## config.mk

```make
export PLATFORM = sky130hd
export DESIGN_NAME = bcm_row_scheduler
export DESIGN_NICKNAME = d
export VERILOG_FILES = /design/src/rtl/params_pkg.sv /design/src/rtl/bcm_plane_counter.sv /design/src/rtl/bcm_row_scheduler.sv
export SDC_FILE = /design/constraint.sdc
export NUM_CORES = 1
export LEC_CHECK = 0
export CAP_MARGIN = 20
export CORE_MARGIN = 2
export CORE_UTILIZATION = 60
export CTS_CLUSTER_SIZE = 12
export DETAILED_ROUTE_END_ITERATION = 10
export DONT_BUFFER_PORTS = 1
export PLACE_DENSITY = 0.81
export SLEW_MARGIN = 10
export SYNTH_ARGS = -nofsm -noshare
export SYNTH_HDL_FRONTEND = slang
export SYNTH_SLANG_ARGS = --single-unit
```

## constraint.sdc

```tcl
create_clock -name clk_in -period 1.8 [get_ports clk_in]
set_clock_uncertainty 0.15 [all_clocks]
set_input_delay 0.36 -clock clk_in [delete_from_list [all_inputs] [get_ports clk_in]]
set_output_delay 0.36 -clock clk_in [all_outputs]
set_load 0.01 [all_outputs]
```

## src/rtl/params_pkg.sv

```systemverilog
// Shared parameters and FSM state type for the BCM row scan scheduler.
package params_pkg;
  localparam int BRIGHTNESS_LEVELS = 8;
  localparam int PIXEL_HEIGHT      = 16;

  // state | meaning
  // IDLE  | scan stopped, outputs hold last displayed row/plane
  // PRIME | first shift of a scan in flight, nothing displayed yet
  // LATCH | row_latch pulse cycle, plane counter steps
  // RUN   | plane displayed, waiting for next shift and on-time expiry
  typedef enum logic [1:0] {IDLE, PRIME, LATCH, RUN} sched_state_t;
endpackage

```

## src/rtl/bcm_plane_counter.sv

```systemverilog
// Steps the one-hot bit-plane mask MSB to LSB, then advances the row with wrap.
module bcm_plane_counter #(
  parameter int LEVELS = 8,
  parameter int HEIGHT = 16,
  parameter int ROW_W  = $clog2(HEIGHT)
) (
  input  logic              i_clk,
  input  logic              i_reset,
  input  logic              i_advance,
  output logic [LEVELS-1:0] o_mask,
  output logic [ROW_W-1:0]  o_row,
  output logic              o_wrap
);
  localparam logic [LEVELS-1:0] MASK_MSB = {1'b1, {(LEVELS-1){1'b0}}};
  localparam logic [ROW_W-1:0]  ROW_LAST = ROW_W'(HEIGHT-1);

  logic [LEVELS-1:0] r_mask;
  logic [ROW_W-1:0]  r_row;

  always_ff @(posedge i_clk) begin
    if (i_reset) begin
      r_mask <= MASK_MSB;
      r_row  <= '0;
    end else if (i_advance) begin
      if (r_mask[0]) begin
        r_mask <= MASK_MSB;
        r_row  <= (r_row == ROW_LAST) ? '0 : r_row + 1'b1;
      end else begin
        r_mask <= r_mask >> 1;
      end
    end
  end

  assign o_mask = r_mask;
  assign o_row  = r_row;
  // Current load is the final plane of the final row of a frame.
  assign o_wrap = r_mask[0] && (r_row == ROW_LAST);
endmodule

```

## src/rtl/bcm_row_scheduler.sv

```systemverilog
// Sequences shift, latch and on-time handshakes for a binary-coded-modulation row scan.
module bcm_row_scheduler
  import params_pkg::*;
#(
  parameter int BRIGHTNESS_LEVELS = params_pkg::BRIGHTNESS_LEVELS,
  parameter int PIXEL_HEIGHT      = params_pkg::PIXEL_HEIGHT
) (
  input  logic                            clk_in,
  input  logic                            reset,
  input  logic                            enable,
  input  logic                            shift_done,
  input  logic                            exceeded_overlap_time,
  output logic                            shift_start,
  output logic [$clog2(PIXEL_HEIGHT)-1:0] load_row,
  output logic [BRIGHTNESS_LEVELS-1:0]    load_mask,
  output logic                            row_latch,
  output logic [$clog2(PIXEL_HEIGHT)-1:0] row_address,
  output logic [BRIGHTNESS_LEVELS-1:0]    brightness_mask_active,
  output logic                            frame_done
);
  localparam int ROW_W = $clog2(PIXEL_HEIGHT);
  localparam logic [BRIGHTNESS_LEVELS-1:0] MASK_MSB = {1'b1, {(BRIGHTNESS_LEVELS-1){1'b0}}};

  sched_state_t r_state;
  logic         r_sd_flag;
  logic         r_ex_flag;
  logic         w_sd_seen;
  logic         w_ex_seen;
  logic         w_advance;
  logic         w_wrap;

  assign w_sd_seen = r_sd_flag | shift_done;
  assign w_ex_seen = r_ex_flag | exceeded_overlap_time;
  assign w_advance = (r_state == LATCH);

  bcm_plane_counter #(
    .LEVELS (BRIGHTNESS_LEVELS),
    .HEIGHT (PIXEL_HEIGHT),
    .ROW_W  (ROW_W)
  ) u_plane_counter (
    .i_clk     (clk_in),
    .i_reset   (reset),
    .i_advance (w_advance),
    .o_mask    (load_mask),
    .o_row     (load_row),
    .o_wrap    (w_wrap)
  );

  always_ff @(posedge clk_in) begin
    if (reset) begin
      r_state                <= IDLE;
      r_sd_flag              <= 1'b0;
      r_ex_flag              <= 1'b0;
      shift_start            <= 1'b0;
      row_latch              <= 1'b0;
      frame_done             <= 1'b0;
      row_address            <= '0;
      brightness_mask_active <= MASK_MSB;
    end else begin
      shift_start <= 1'b0;
      row_latch   <= 1'b0;
      frame_done  <= 1'b0;
      case (r_state)
        IDLE: begin
          if (enable) begin
            shift_start <= 1'b1;
            r_state     <= PRIME;
          end
        end
        PRIME: begin
          if (shift_done) begin
            if (enable) begin
              r_state                <= LATCH;
              row_latch              <= 1'b1;
              row_address            <= load_row;
              brightness_mask_active <= load_mask;
              frame_done             <= w_wrap;
            end else begin
              r_state <= IDLE;
            end
          end
        end
        LATCH: begin
          r_state     <= RUN;
          shift_start <= 1'b1;
        end
        RUN: begin
          // Stopping waits for the displayed plane to finish its on-time.
          if (!enable && w_ex_seen) begin
            r_state   <= IDLE;
            r_sd_flag <= 1'b0;
            r_ex_flag <= 1'b0;
          end else if (w_sd_seen && w_ex_seen) begin
            r_state                <= LATCH;
            r_sd_flag              <= 1'b0;
            r_ex_flag              <= 1'b0;
            row_latch              <= 1'b1;
            row_address            <= load_row;
            brightness_mask_active <= load_mask;
            frame_done             <= w_wrap;
          end else begin
            r_sd_flag <= w_sd_seen;
            r_ex_flag <= w_ex_seen;
          end
        end
        default: r_state <= IDLE;
      endcase
    end
  end
endmodule

```

-- Yosys cells after proc, flatten, opt, wreduce, memory -nomap -nowiden
Index checks and enable logic that the tools add are counted.
- reduce and logical (&&, ||, !) cells: 9
- equality and inequality tests: 10
- muxes and demuxes: 33
- bitwise logic cells: 2
- add/subtract/negate cells: 1
- operators with widths (cell ; number):
    $mux 8 ; 5
    $mux 4 ; 5
    $pmux 8 s2 ; 1
    $mux 1 ; 12
    $mux 2 ; 5
    $ne 2x2->1 const B ; 5
    $pmux 2 s4 ; 1
    $pmux 4 s2 ; 1
    $pmux 1 s2 ; 3
    $reduce_and 5->1 ; 1
    $add 4x1->4 const B ; 1
    $eq 2x2->1 const B ; 2
    $eq 4x4->1 const B ; 1
    $logic_and 1x1->1 ; 3
    $ne 3x3->1 const B ; 1
    $reduce_and 3->1 ; 1
    $eq 2x1->1 const B ; 1
    $logic_not 2->1 ; 1
    $or 1x1->1 ; 2
    $reduce_and 2->1 ; 1
    $reduce_bool 2->1 ; 1
    $logic_not 1->1 ; 1
- word-level logic and storage cells: 65
- register bits: 31
- input bits: 5
- output and inout port bits: 27

-- Longest topological paths before layout
- depth in word-level cells: 5
- depth in mapped cells: 4

-- By module
Synthesis repeated with hierarchy kept, for this count alone.
- cells, all modules: 127
- area, all modules: 1224.9 µm²
- by module, submodules not included (module ; area each (µm²) ; cells an instance ; instances):
    bcm_row_scheduler ; 748.2 ; 75 ; 1
    bcm_plane_counter ; 476.7 ; 52 ; 1

-- Worst setup path after synthesis
Ideal clock, no wire load.
- path kind: register -> register
- start: reg r_state[1]
- end: reg brightness_mask_active[2]
- arrival: 1.318 ns
- stages on the path, launching flop included: 5
- setup slack: 0.261 ns
- required time: 1.578 ns
- buffers on the path: 1
- library setup time: 0.072 ns
- path through: dfxtp_1 > a21oi_2 > a2111oi_4 > buf_6 > mux2i_1
- cells in the longest elaborated chain, start to end: 3
- elaborated cells between the ends (all ways): 9
- those cells by class: 6 x eq/ne; 1 x mux; 2 x reduce/logical
- ends and longest elaborated chain (item ; line ; source):
    start: declaration ; bcm_row_scheduler.sv:24 ; sched_state_t r_state;
    start signal: assignment ; bcm_row_scheduler.sv:51 ; r_state <= IDLE;
    start signal: assignment ; bcm_row_scheduler.sv:67 ; r_state <= PRIME;
    start signal: assignment ; bcm_row_scheduler.sv:73 ; r_state <= LATCH;
    $eq 2x2->1 / $eq 2x1->1 (equally long branches) ; bcm_row_scheduler.sv:63 ; case (r_state)
    $ne 2x2->1 (no line) / $reduce_bool 2->1 (equally long branches) ; n/a ;
    $reduce_and 5->1 (no line) ; n/a ;
    end signal: assignment ; bcm_row_scheduler.sv:76 ; brightness_mask_active <= load_mask;
    end signal: assignment ; bcm_row_scheduler.sv:99 ; brightness_mask_active <= load_mask;
    end: declaration ; bcm_row_scheduler.sv:18 ; output logic [BRIGHTNESS_LEVELS-1:0] brightness_mask_active,
Parallel ways exist; a longest one is shown, timed or not.
A chain may end at the register's enable or synchronous reset.

-- Final worst setup path
- start: reg r_ex_flag
- end: reg row_address[3]
- cells in the longest elaborated chain, start to end: 4
- elaborated cells between the ends (all ways): 6
- those cells by class: 2 x eq/ne; 1 x bitwise; 3 x reduce/logical
- ends and longest elaborated chain (item ; line ; source):
    start: declaration ; bcm_row_scheduler.sv:26 ; logic r_ex_flag;
    start signal: assignment ; bcm_row_scheduler.sv:103 ; r_ex_flag <= w_ex_seen;
    $or 1x1->1 * ; bcm_row_scheduler.sv:33 ; assign w_ex_seen = r_ex_flag | exceeded_overlap_time;
    $logic_and 1x1->1 (on tied branches) ; bcm_row_scheduler.sv:93, bcm_row_scheduler.sv:89 ;
    $ne 2x2->1 (no line) ; n/a ;
    $reduce_and 5->1 (no line) * ; n/a ;
    end signal: assignment ; bcm_row_scheduler.sv:75 ; row_address <= load_row;
    end signal: assignment ; bcm_row_scheduler.sv:98 ; row_address <= load_row;
    end: declaration ; bcm_row_scheduler.sv:17 ; output logic [$clog2(PIXEL_HEIGHT)-1:0] row_address,
Every way passes the cells marked *; elsewhere a longest branch is shown, timed or not.

==> flow_metrics.py <==
metrics = {
    "status": {
        "status": "completed",
    },
    "timing": {
        "worstMarginPinSlew_ps": 474,
        "setup_slack_ps": 190,
        "hold_violations": 0,
        "hold-worst-slack_ps": 41.7,
        "rsz0062_at_grt": "false",
        "max_freq_mhz": 621,
        "relSlewSlack": 0.683,
        "finalSetupTns_ps": 0,
        "slew_viol_final": 0,
        "period_share": 0.894,
        "finalSetupViolCount": 0,
        "period_needed_ps": 1610,
    },
    "setup_path": {
        "startpoint_type": "register",
        "crit_fanout": 12,
        "crit_required_ps": 1900,
        "critPathKind": "reg -> reg",
        "cp.arrival_ps": 1710,
        "cp-end-kind": "register",
    },
    "clock_tree": {
        "cts_resized": 0,
        "clock_sinks": 31,
        "tritoncts": "done",
        "clk_root_buffer_cell": "clkbuf_4",
        "clk_pin_slew_ps": 90,
        "numCtsBuffers": 5,
        "insertion_delay_ps": 320,
        "cts_htree_levels": 2,
        "cts_buffer_depth": 2,
    },
    "floorplanning": {
        "rows": 16,
        "coreArea_mm2": 0.00202,
        "die_x_um": 50.9,
        "start_util": 0.652,
        "die_h_um": 50.9,
        "die-area_mm2": 0.00259,
        "io_pins": 32,
    },
    "yosys": {
        "synth_nets": 146,
        "synth_fa_ha_area_frac": 0.00949,
        "synthDistinctLibCells": 35,
        "synth.mux.area_fraction": 0.0911,
        "synth_flop_cell": "dfxtp_1",
        "syn-cell-area_mm2": 0.00132,
        "ys_async_sr_fraction": 0,
        "ys_ff_latch": 31,
        "synth_top_area_frac": 0.471,
        "synth_edf_count": 0,
        "yosys-top-cells-area": "dfxtp_1 47%, nand2b_1 11%, mux2i_1 9.1%",
        "synth_compound_area_frac": 0.142,
        "synth-xor-area-share": 0.00664,
        "yosys_warnings": 0,
        "yosysMostFrequentCell": "dfxtp_1",
        "synth_top_family_by_area": "simple AND/OR/NAND/NOR gates",
        "ys_seq_area_frac": 0.471,
        "syn_inst": 140,
        "synthTopCellsByCount": "31 x dfxtp_1, 24 x nand2b_1, 19 x nand2_1",
        "avgSynthCellArea_um2": 9.42,
        "yosys.area_share.simple": 0.242,
        "synth_largest_area_cell": "dfxtp_1",
    },
    "global_route": {
        "antenna_found_initial": 0,
        "grt_pass1_vias": 924,
        "grt_pass1_wl_um": 4110,
        "overflow": 0,
        "grt_max_degree": 27,
        "grt_usage": 0.220,
    },
    "drt": {
        "drt-total-wl_um": 2390,
        "ant_nets": 0,
        "drc": 0,
        "wl_per_cell_um": 13.9,
        "via_count": 989,
        "firstDrtPassIters": 4,
        "drtIter0Drc": 29,
        "drt-vias-per-instance": 5.75,
    },
    "run": {
        "cap_violations": 0,
    },
    "place": {
        "place_ws_ps": 218,
        "routabilityCongestion": 0.763,
        "hpwlAfterDp_um": 1640,
        "port_buffers": 0,
    },
    "power_and_ir_drop": {
        "power_density_mw_per_mm2": 840,
        "vdd_drop_max_v": 0.000507,
        "leakagePower_uw": 0.000476,
    },
    "cells_and_area": {
        "syn_to_final_growth_pct": 7.50,
        "layout.nets": 151,
        "drive_above_1_share": 0.103,
        "n_antenna_cell": 0,
    },
    "worst_hold_path": {
        "hp-class": "in -> reg",
    },
}
==> critical path: stages (launching register included) <==
cell       delay, ps
dfxtp_1          390
nor2_1            90
a2111oi_4        390
buf_4            300
mux2i_1          220
==> through the flow <==
stage	power [uW]	area, um2	utilization	cells
after floorplan	795	1320	-	140
after global placement	801	1350	0.668	164
after detailed placement	804	1350	0.668	164
after CTS	1200	1420	0.701	172
after global routing	1250	1420	0.701	172
final	1190	1420	0.701	172
==> registers in the layout (all words and copies together), names as in the netlist <==
name,count
brightness_mask_active,8
shift_start,1
r_ex_flag,1
r_state,2
u_plane_counter.o_mask,8
frame_done,1
u_plane_counter.o_row,4
row_address,4
row_latch,1
r_sd_flag,1
==> placed cells by master, fill, tap and decap left out, types with 2 or more instances in the layout <==
cell type / instances
clkbuf_4: 5
nand3b_1: 2
a311oi_1: 2
nor2_1: 5
o21ai_0: 2
buf_4: 5
a21oi_1: 10
dfxtp_1: 31
mux2i_1: 12
nand2b_1: 24
a31oi_1: 2
inv_1: 3
nand2_1: 19
==> report_power, final <==
| part | total (uW) | leakage, uW | switching [uW] | internal [uW] |
|---|---|---|---|---|
| clock network | 398 | 0.0000341 | 218 | 181 |
| logic | 86.2 | 0.000191 | 45.7 | 40.5 |
| registers | 707 | 0.000251 | 10.9 | 696 |
| total | 1190 | 0.000476 | 274 | 917 |
==> kinds of logic after synthesis <==
group           count (synthesis)
simple gates                   59
flops                          31
compound gates                 25
mux                            12
buf+inv                        11
xor+xnor                        1
fa+ha+maj                       1
==> repair_timing <==
item,4_1_cts,5_1_grt
hold buffers,1,0
hold endpoints to repair,12,0
buffers inserted,0,0
==> metal layers <==
layer | vias up | GRT usage | wire length [um]
met1 | 468 | 0.275 | 1100
met3 | 5 | 0.0731 | 137
met2 | 25 | 0.327 | 1090
met4 | 0 | 0.135 | 56
li1 | 491 | - | -
met5 | - | 0 | 0
==> final cells by class <==
cell class / count / area [um2]
Multi-Input combinational cell: 98 / 648
Clock inverter: 1 / 5.00
Tap cell: 27 / 33.8
Sequential cell: 31 / 621
Inverter: 3 / 11.3
Timing Repair Buffer: 6 / 47.5
Clock buffer: 6 / 51.3
Fill cell: 155 / 604
==> final timing paths <==
| kind | depth (start not counted) | startpoint | endpoint | slack (ps) |
|---|---|---|---|---|
| max | 4 | r_ex_flag | row_address[3] | 190 |
| min | 2 | reset | brightness_mask_active[7] | 40 |
| max reg2reg | 4 | r_ex_flag | row_address[3] | 190 |
| min reg2reg | 2 | row_address[1] | row_address[1] | 370 |
(Power assumes the default switching activity.)
